<file path="src/rtl/alu_seq_ctrl.sv">
// alu_seq_ctrl: command sequencer for the regfile/operand-mux/ALU datapath.
// Commands are queued in a small FIFO, issued one at a time (IDLE -> EXEC -> RESP),
// and the ALU result/EQ flag is returned on a valid/ready response channel.
// Optional build macro SEQ_STATS_EN adds a 32-bit retired-command counter port.
//
// state | meaning
// IDLE  | nothing in flight, waiting for the FIFO to become non-empty
// EXEC  | single cycle driving the datapath; result captured at its closing edge
// RESP  | response held on rsp_* until the consumer accepts it
module alu_seq_ctrl #(
    parameter int DEPTH      = 4,
    parameter int DATA_WIDTH = 32,
    parameter int ADDR_WIDTH = 5
) (
    input  logic                  clk,
    input  logic                  rst,
    input  logic                  cmd_valid,
    output logic                  cmd_ready,
    input  logic [1:0]            cmd_op,
    input  logic [ADDR_WIDTH-1:0] cmd_rd,
    input  logic [ADDR_WIDTH-1:0] cmd_rs1,
    input  logic [ADDR_WIDTH-1:0] cmd_rs2,
    input  logic [DATA_WIDTH-1:0] cmd_imm,
    output logic [ADDR_WIDTH-1:0] AD1,
    output logic [ADDR_WIDTH-1:0] AD2,
    output logic [ADDR_WIDTH-1:0] AD3,
    output logic                  WE3,
    output logic                  ALUsrc,
    output logic                  ALUctrl,
    output logic [DATA_WIDTH-1:0] ImmOp,
    input  logic [DATA_WIDTH-1:0] ALUout,
    input  logic                  EQ,
    output logic                  rsp_valid,
    input  logic                  rsp_ready,
    output logic [DATA_WIDTH-1:0] rsp_data,
    output logic                  rsp_eq,
    output logic                  busy
`ifdef SEQ_STATS_EN
    ,
    output logic [31:0]           retired_cnt
`endif
);

    localparam int PTR_W = $clog2(DEPTH);
    localparam int CNT_W = $clog2(DEPTH + 1);

    typedef struct packed {
        logic [1:0]            op;
        logic [ADDR_WIDTH-1:0] rd;
        logic [ADDR_WIDTH-1:0] rs1;
        logic [ADDR_WIDTH-1:0] rs2;
        logic [DATA_WIDTH-1:0] imm;
    } cmd_t;

    typedef enum logic [1:0] {IDLE, EXEC, RESP} state_t;

    cmd_t                  fifo_q [DEPTH];
    logic [PTR_W-1:0]      wr_ptr_q, wr_ptr_d;
    logic [PTR_W-1:0]      rd_ptr_q, rd_ptr_d;
    logic [CNT_W-1:0]      count_q, count_d;
    state_t                state_q, state_d;
    cmd_t                  cur_q, cur_d;
    logic [DATA_WIDTH-1:0] rsp_data_q, rsp_data_d;
    logic                  rsp_eq_q, rsp_eq_d;
    logic                  push, pop, empty, full, exec;
    cmd_t                  cmd_in;

    assign cmd_in = '{op: cmd_op, rd: cmd_rd, rs1: cmd_rs1, rs2: cmd_rs2, imm: cmd_imm};

    // Next-state, FIFO pointer and response-capture logic.
    always_comb begin
        empty      = (count_q == '0);
        full       = (count_q == CNT_W'(DEPTH));
        push       = cmd_valid && !full;
        pop        = 1'b0;
        state_d    = state_q;
        cur_d      = cur_q;
        rsp_data_d = rsp_data_q;
        rsp_eq_d   = rsp_eq_q;
        case (state_q)
            IDLE: begin
                if (!empty) begin
                    pop     = 1'b1;
                    state_d = EXEC;
                end
            end
            EXEC: begin
                rsp_data_d = ALUout;
                rsp_eq_d   = EQ;
                state_d    = RESP;
            end
            RESP: begin
                if (rsp_ready) begin
                    if (!empty) begin
                        pop     = 1'b1;
                        state_d = EXEC;
                    end else begin
                        state_d = IDLE;
                    end
                end
            end
            default: state_d = IDLE;
        endcase
        if (pop) begin
            cur_d = fifo_q[rd_ptr_q];
        end
        wr_ptr_d = push ? wr_ptr_q + 1'b1 : wr_ptr_q;
        rd_ptr_d = pop ? rd_ptr_q + 1'b1 : rd_ptr_q;
        count_d  = count_q + CNT_W'(push) - CNT_W'(pop);
    end

    // FIFO storage; contents need no reset because count gates every read.
    always_ff @(posedge clk) begin
        if (push) begin
            fifo_q[wr_ptr_q] <= cmd_in;
        end
    end

    // Control state, pointers and captured response.
    always_ff @(posedge clk) begin
        if (rst) begin
            state_q    <= IDLE;
            wr_ptr_q   <= '0;
            rd_ptr_q   <= '0;
            count_q    <= '0;
            cur_q      <= '0;
            rsp_data_q <= '0;
            rsp_eq_q   <= 1'b0;
        end else begin
            state_q    <= state_d;
            wr_ptr_q   <= wr_ptr_d;
            rd_ptr_q   <= rd_ptr_d;
            count_q    <= count_d;
            cur_q      <= cur_d;
            rsp_data_q <= rsp_data_d;
            rsp_eq_q   <= rsp_eq_d;
        end
    end

    // Datapath drive: only active in EXEC; WE3 also blocked by rst so a reset
    // landing in EXEC cannot commit a write.
    always_comb begin
        exec    = (state_q == EXEC);
        AD1     = exec ? cur_q.rs1 : '0;
        AD2     = exec ? cur_q.rs2 : '0;
        AD3     = exec ? cur_q.rd  : '0;
        ImmOp   = exec ? cur_q.imm : '0;
        ALUsrc  = exec && cur_q.op[0];
        ALUctrl = exec && cur_q.op[1];
        WE3     = exec && !cur_q.op[1] && (cur_q.rd != '0) && !rst;
    end

    assign cmd_ready = !full;
    assign rsp_valid = (state_q == RESP);
    assign rsp_data  = rsp_data_q;
    assign rsp_eq    = rsp_eq_q;
    assign busy      = !empty || (state_q != IDLE);

`ifdef SEQ_STATS_EN
    logic [31:0] retired_cnt_q, retired_cnt_d;

    // Retired-command count, wraps naturally at 2^32.
    always_comb begin
        retired_cnt_d = retired_cnt_q + 32'(rsp_valid && rsp_ready);
    end

    // Counter register.
    always_ff @(posedge clk) begin
        if (rst) begin
            retired_cnt_q <= '0;
        end else begin
            retired_cnt_q <= retired_cnt_d;
        end
    end

    assign retired_cnt = retired_cnt_q;
`endif

endmodule
</file>
<file path="config.mk">
export PLATFORM = sky130hd
export DESIGN_NAME = alu_seq_ctrl
export DESIGN_NICKNAME = d
export VERILOG_FILES = /design/src/rtl/alu_seq_ctrl.sv
export SDC_FILE = /design/constraint.sdc
export NUM_CORES = 1
export LEC_CHECK = 0
export ABC_AREA = 1
export BUFFER_PORTS_ARGS = -buffer_cell sky130_fd_sc_hd__clkbuf_2
export CORE_AREA = 10 10 189 208
export CTS_BUF_LIST = sky130_fd_sc_hd__clkbuf_4 sky130_fd_sc_hd__clkbuf_8
export DETAILED_ROUTE_END_ITERATION = 8
export DIE_AREA = 0 0 199 218
export GPL_ROUTABILITY_DRIVEN = 0
export PLACE_DENSITY = 0.58
export SLEW_MARGIN = 15
export SYNTH_ARGS = -nofsm -noshare
export SYNTH_HDL_FRONTEND = slang
export SYNTH_SLANG_ARGS = --single-unit
</file>
<file path="constraint.sdc">
create_clock -name clk -period 3.7 [get_ports clk]
set_input_delay 0.185 -clock clk [delete_from_list [all_inputs] [get_ports clk]]
set_output_delay 0.185 -clock clk [all_outputs]
set_load 0.1 [all_outputs]
</file>
==> run summary, run 1 <==
The flow ran to the end, and the final reports show no timing, DRC or antenna violations. For the leakage power, the log shows 7.25 nW. The critical path ends at AD1[3]. The uppermost layer routed was met4. The headroom to the max-slew limit is 25.1%.

The tools report the initial antenna violation count as 3. Area overhead of the layout relative to synthesis: 26.3%. The setup slack of the most critical reg-to-reg path is 1.31 ns. The cell seen most often among critical-path stages is buf_4. The share of the synthesized area in the top cell type was 48.7%; the detailed-routed wire length on met3 was 2030 microns.

The worst setup path is launched from a flip-flop. The logs give 47000 microns for the first-pass GRT wire length and 12800 microns for the detailed-routing wirelength on met1. The sequential group share of total power was 34.5%. The final wirelength came out at 29300 microns. End of the worst register-to-register path: count_q[2]$_SDFF_PP0_. Cell internal power was estimated by the tool at 6.91 mW. After detailed routing, the average wire length per cell comes to 14.0 microns. The tools report the net switching power figure as 5.41 mW.

The worst setup path is captured at a primary output. The worst-path cell with the longest stage delay was clkinv_2. The netlist area before placement is 12100 sq um, and the switching power share of the total is 43.9%.

Combinational cells account for 40.6% of the total power. Counting cells, the worst reg-to-reg path comes to 11. The post-synthesis net count is 1445. For the pin with the worst max-slew slack, the measured transition is 1.12 ns.

For the pin count of the biggest net entering global routing, the log shows 100. The most common cell after layout, fill and taps aside is nand2_1. The clock-pin slew of the registers on the worst-case setup and hold paths is 0.06 ns, and the share of power burned in the clock network is 24.9%. The root buffer cell was clkbuf_8. The die covers 43400 sq um.

The tools report the achievable frequency as 0.310 GHz. Yosys attributes the largest share of cell area to edfxtp_1 (49%), dfxtp_1 (15%), nand2_1 (11%). The number of DRC markers in iteration 0 was 430. Setup repair after global routing left no endpoint under its margin. Wire segments on met2 add up to 14000 microns in the final route.

The width of the chip was 199 microns. The time the final worst path needs with I/O delays and setup is 3.23 ns, and the H-tree level count is 2. The clock passes through at most 3 buffers. In the final timing run, aggregate negative setup slack is 0 ns. The run gives 23 as the number of different library cells in the post-synthesis netlist.

The critical path is of the reg -> out type. The worst setup skew after layout is 0.0264 ns, and the HPWL after detailed placement is 17800 microns. Initial standard-cell utilization of the core: 34.6%. TritonCTS built the clock tree.

The first-pass iteration count of the detailed router was 5; the number of flip-flops and latches in the synthesized netlist was 287. The number of global-route vias before repair was 8935; the cell area power density was 808 nW/um^2. The overflow left after global routing was 0.

The delay of the slowest cell on the worst path is 0.60 ns, and the number of buffers and inverters on the critical path is 5. The critical path runs through a total of 7 cells. Final-report max-slew violation count: 0.

The core region is 35000 sq um. Across the run, the number of max-cap violations was 0. The routed layout has 8948 vias. The largest total area in the synthesized netlist belongs to edfxtp_1. At the worst endpoint, the arrival time is 3.04 ns. The average via count per standard cell works out to 4.27. The initialized floorplan defines 72 standard-cell rows.

Across the VDD grid, the largest voltage drop is 0.346 mV. Startpoint of the worst setup timing path: state_q[0]$_SDFFE_PP0P_. The die extent in y is 218 microns.

In the layout the commonest cells are nand2_1 (355), inv_1 (259), nor2_1 (220). The number of warning messages in the yosys log is 0, and the sequential area share after synthesis is 63.8%. Cells fill 43.6% of the core in the end. Category of cells accounting for the largest share of critical-path delay: buffers and inverters. The logs give 1701 for the number of nets in the layout and 15200 sq um for the total non-filler cell area in the finished layout. Traced cell by cell, the critical path runs through inv_2 -> nor2_4 -> buf_4 -> clkinv_2 -> buf_4 -> nor2_1 -> clkbuf_2. Final count of hold timing violations: 0. The TritonCTS buffer count came out at 50. The class of the most critical hold timing path is in -> reg. The run gives 13.4% as the total global routing track utilization. For the number of I/O pins, the log shows 172. The logs give 3.51 ns for the data required time of the worst path and 0 for the post-detailed-route DRC marker count. The clock reaches the later pin of the worst-skew pair after 0.59 ns. The tools report the placed standard-cell area as 13300 sq um. Total power for the finished layout comes to 12.3 mW. Post-cts gate resize count: 0.

Of all nets on the critical path, the largest fanout is 51. For this design, the sink count on the clock tree is 287. The final worst-path cycle share came out at 87.2%. Setup violations remaining at the end of the flow were counted as 0. The number of port buffers is 171. The average cell area after synthesis came out at 8.93 sq um. The origin of the critical flop-to-flop path was count_q[1]$_SDFF_PP0_.

After technology mapping, the gate count stands at 1352. Once detail routing completed, the nets flagged for antenna violations numbered 0. Of the cells placed in the final design, the portion with a size suffix greater than 1 is 17.7%.
==> flip-flops by register name, indices dropped and copies added (netlist names) <==
register  cells
count_q       3
cur_q        49
fifo_q      196
rd_ptr_q      2
rsp_data     32
rsp_eq        1
state_q       2
wr_ptr_q      2
==> worst min path at each step <==
stage           startpoint                      end  slack (ns)  cells past startpoint
2_1_floorplan   cmd_imm[0]   fifo_q[0][0]$_DFFE_PP_        0.28                      0
3_3_place_gp    cmd_imm[0]   fifo_q[2][0]$_DFFE_PP_        0.40                      1
3_5_place_dp    cmd_imm[1]   fifo_q[1][1]$_DFFE_PP_        0.41                      1
4_1_cts        cmd_imm[22]  fifo_q[0][22]$_DFFE_PP_        0.33                      2
5_1_grt        cmd_imm[13]  fifo_q[2][13]$_DFFE_PP_        0.36                      2
6_report       cmd_imm[22]  fifo_q[0][22]$_DFFE_PP_        0.37                      2
==> power by group through the flow <==
stage	clock (mW)	combinational, mW	sequential [mW]
6_report	3.07	5.01	4.25
5_1_grt	3.31	5.57	4.30
3_5_place_dp	0	5.00	4.31
2_1_floorplan	0	3.29	5.06
4_1_cts	3.15	5.10	4.25
3_3_place_gp	0	4.97	4.30
==> worst reg2reg max path, cell delays in order (launching register included) <==
cell and delay (ns):
dfxtp_1 0.34, inv_1 0.09, nand3_1 0.17, nand2_4 0.41, inv_1 0.14, ha_1 0.31, inv_1 0.06, ha_1 0.13
inv_1 0.04, fa_1 0.37, o21ai_0 0.16, a21oi_1 0.05
==> repair_timing <==
item | in CTS | in global routing
setup buffers | 0 | 0
hold buffers | 86 | 0
setup endpoints to repair | 0 | 0
hold endpoints to repair | 236 | 0
==> stage by stage <==
step                std cells  setup WS (ns)  hold WS (ns)
floorplan                1352         -0.407         0.284
global placement         1914           1.05         0.404
detailed placement       1914           1.01         0.407
CTS                      2094          0.379         0.331
global route             2097          0.190         0.363
finish                   2097          0.474         0.370
==> per-layer routing <==
layer  vias up  track usage [%]
met5         -                0
met4         0             4.05
met3        43             3.44
met2       241             22.7
met1      4018             16.4
li1       4646                -
==> cell families (layout without fill, tap and decap cells) <==
kind of cell               after synthesis  in the layout  share of synthesized area (%)
and+or+nand+nor                        690            690                           22.7
buffers and inverters                  329            627                           11.0
DFF                                    287            287                           63.8
AOI/OAI and AO/OA                       39             39                           1.64
adders and majority gates                7              7                          0.787
other                                    0              3                              0
==> layout make-up <==
| cell class | instances | area, sq um |
|---|---|---|
| multi-input combinational | 736 | 3070 |
| clock inverter | 11 | 124 |
| inverter | 265 | 1000 |
| sequential | 287 | 7710 |
| tap | 444 | 556 |
| clock buffer | 83 | 967 |
| antenna | 3 | 7.51 |
| fill | 3369 | 19700 |
| timing repair buffer | 268 | 1810 |
==> synth_stat cells, drive strengths merged <==
library cell / n
inv: 265
dfxtp: 91
nor2: 225
fa: 1
o21ai: 34
buf: 35
a211oi: 1
nand4: 2
a21oi: 4
nand2: 358
or2: 1
ha: 6
nand3: 104
clkbuf: 29
edfxtp: 196
No activity file was read; power rests on OpenSTA's default activity.
==> inputs of run 2 (changes only) <==
Settings changed: MAX_ROUTING_LAYER from default to met4.
Clock period 3.7 ns to 3.6 ns, I/O delays scaled along.
==> run summary, run 2 (synthesis gave the netlist of run 1 again) <==
TritonCTS built the clock tree. For the pin with the worst max-slew slack, the measured transition is 1.08 ns. The number of cells on the worst reg-to-reg path came out at 11.

Of the available clock period, the critical path in the final layout requires 89.1%. The final wirelength was 29800 microns; the post-detailed-route DRC marker count was 0. For this run, the detailed router's first-pass iteration total came to 5. Using the TritonRoute via totals, the vias-per-cell ratio works out to 4.26. The layout has 3414 filler cells. For the total area of sequential cells, the log shows 7710 sq um. Counting the buffers created by CTS gives 50. The flip-flop count of the largest register, all copies and words added works out to 196.

Tracing the worst setup path back leads to its startpoint at state_q[0]$_SDFFE_PP0P_. Across all layers, the routed design uses 8925 vias. From bottom edge to top edge, the die measures 218 microns.

Across all register-to-register paths, the minimum setup slack is 1.24 ns. The total number of clock tree sinks was 287; the HPWL after detailed placement was 18600 microns. For this configuration, the core starts out at a cell density of 34.6%. Timing would allow up to 0.312 GHz.

The analysis attributes to cell leakage a power of 7.23 nW. The fraction of layout cells with a size suffix above 1 works out to 17.4%. The flow ran to the end, and the final reports show no timing, DRC or antenna violations.

fifo_q holds more flip-flops than any other register. Setup violations remaining at the end of the flow were counted as 0. The tool flagged a number of max-cap violations equal to 0.

The clock-pin slew of the registers on the worst-case setup and hold paths is 0.06 ns. In this run the worst path has a maximum fanout of 39. The logs give 0.0322 ns for the worst setup skew after layout and 0 for the final-report max-slew violation count. Port buffering added 171 buffers. In this run, post-CTS hold repair placed 86 buffers. In this run the deepest clock path goes through 3 buffers.

In this run the power density over the cells is 825 nW/um^2. Setup repair after global routing left no endpoint under its margin. For the worst setup path, the data required time is 3.42 ns.

The H-tree level count was 2; the post-route total power was 12.6 mW. For the area of combinational cells with multiple inputs, the log shows 3070 sq um. The cell count after placement came out at 1914. In this run the tightest slew margin relative to its limit is 28.1%. End of the worst register-to-register path: count_q[2]$_SDFF_PP0_. The worst-case IR drop observed on VDD is 0.567 mV.

From synthesis to final layout, the design area changed by 26.2%. The die covers 43400 sq um. Number of global-route vias before repair: 8978.

Global routing finished with a remaining overflow of 0. STA classifies the critical path startpoint as a flip-flop. The tools report the share of the core filled with cells in the final layout as 43.6%.

For the total global routing track utilization, the log shows 14.0%. Most common cell after layout, fill and taps aside: nand2_1. The width of the chip was 199 microns.

The worst register-to-register path begins at count_q[1]$_SDFF_PP0_. The library cells used most frequently in the layout, excluding fill and tap cells, are nand2_1 (355), inv_1 (259), nor2_1 (220). Entering global routing, the biggest net connects 100 pins.

The count of buffers added by post-CTS timing repair for setup was 0; the time the final worst path needs with I/O delays and setup was 3.21 ns. Following the worst setup path forward leads to its endpoint at AD3[0]. The first global-routing pass estimated 47600 microns of wire. Initial antenna violation count: 2. Number of nets in the layout: 1701. Type of the setup path with the least slack: reg -> out.

STA puts the critical path data arrival time at 3.03 ns. The tools report the number of routed nets with antenna violations as 0. The tools report the final count of hold timing violations as 0.

The logs give 0 for the post-cts gate resize count and 2095 for the non-filler instance count after layout. In the final routed layout, each cell accounts on average for 14.2 microns. The number of DRC markers in iteration 0 is 361, and the core box area is 35000 sq um. Clock latency on the worst-skew pair, taken at its later pin, is 0.59 ns. The min-delay analysis places its worst path in the category in -> reg. Root buffer cell: clkbuf_8. The initialized floorplan defines 72 standard-cell rows. Pin placement for this block handled 172 I/O pins. The worst setup path is captured at a primary output.
==> run 2: changes by cell type in the layout (fill, tap and decap cells not counted), sizes merged <==
cell / previous run / this run
clkinv: 9 / 12
inv: 264 / 265
clkbuf: 254 / 251
bufinv: 2 / 0
diode: 3 / 2
==> run 2: where the power goes <==
group / total (mW) / switching [mW] / leakage [nW] / internal [mW]
combinational: 5.16 / 4.02 / 4.12 / 1.14
clock: 3.03 / 1.31 / 0.562 / 1.72
sequential: 4.38 / 0.253 / 2.55 / 4.12
total: 12.6 / 5.58 / 7.23 / 6.99
==> run 2: through the flow <==
stage | instance area (sq um) | setup TNS [ns] | setup WS, ns | hold WS [ns]
floorplan | 12100 | -99.37 | -0.507 | 0.279
CTS | 15200 | 0 | 0.305 | 0.334
detailed placement | 13300 | 0 | 0.933 | 0.400
global route | 15200 | 0 | 0.154 | 0.357
finish | 15200 | 0 | 0.391 | 0.363
global placement | 13300 | 0 | 1.02 | 0.399
==> run 2: per-layer routing <==
| metal | global-route usage (%) | up-vias | part of all wire (%) |
|---|---|---|---|
| li1 | - | 4650 | - |
| met1 | 17.1 | 4006 | 46 |
| met2 | 22.7 | 222 | 46 |
| met3 | 3.32 | 47 | 6.4 |
| met4 | 4.05 | 0 | 2.0 |
| met5 | - | - | 0 |
==> run 2: cell type report <==
| cell class | count | area share (%) |
|---|---|---|
| antenna | 2 | 0.0328 |
| clock buffer | 80 | 6.40 |
| clock inverter | 13 | 0.468 |
| inverter | 265 | 6.56 |
| multi-input combinational | 736 | 20.1 |
| sequential | 287 | 50.6 |
| tap | 444 | 3.65 |
| timing repair buffer | 268 | 12.1 |
==> run 2: worst min path at each step <==
stage | slack (ns) | cells past startpoint | startpoint | to
after floorplan | 0.28 | 0 | cmd_imm[0] | fifo_q[0][0]$_DFFE_PP_
final | 0.36 | 2 | cmd_imm[21] | fifo_q[3][21]$_DFFE_PP_
after global routing | 0.36 | 2 | cmd_imm[22] | fifo_q[0][22]$_DFFE_PP_
after CTS | 0.33 | 2 | cmd_imm[21] | fifo_q[3][21]$_DFFE_PP_
after global placement | 0.40 | 1 | cmd_imm[4] | fifo_q[1][4]$_DFFE_PP_
after detailed placement | 0.40 | 1 | cmd_imm[4] | fifo_q[1][4]$_DFFE_PP_
==> run 2: worst max-delay path, cell delays in order, from the launching register on <==
cell,delay [ns]
dfxtp_1,0.38
inv_2,0.08
nor2_4,0.07
buf_4,0.30
clkinv_2,0.54
buf_4,0.44
nor2_1,0.15
clkbuf_2,0.48
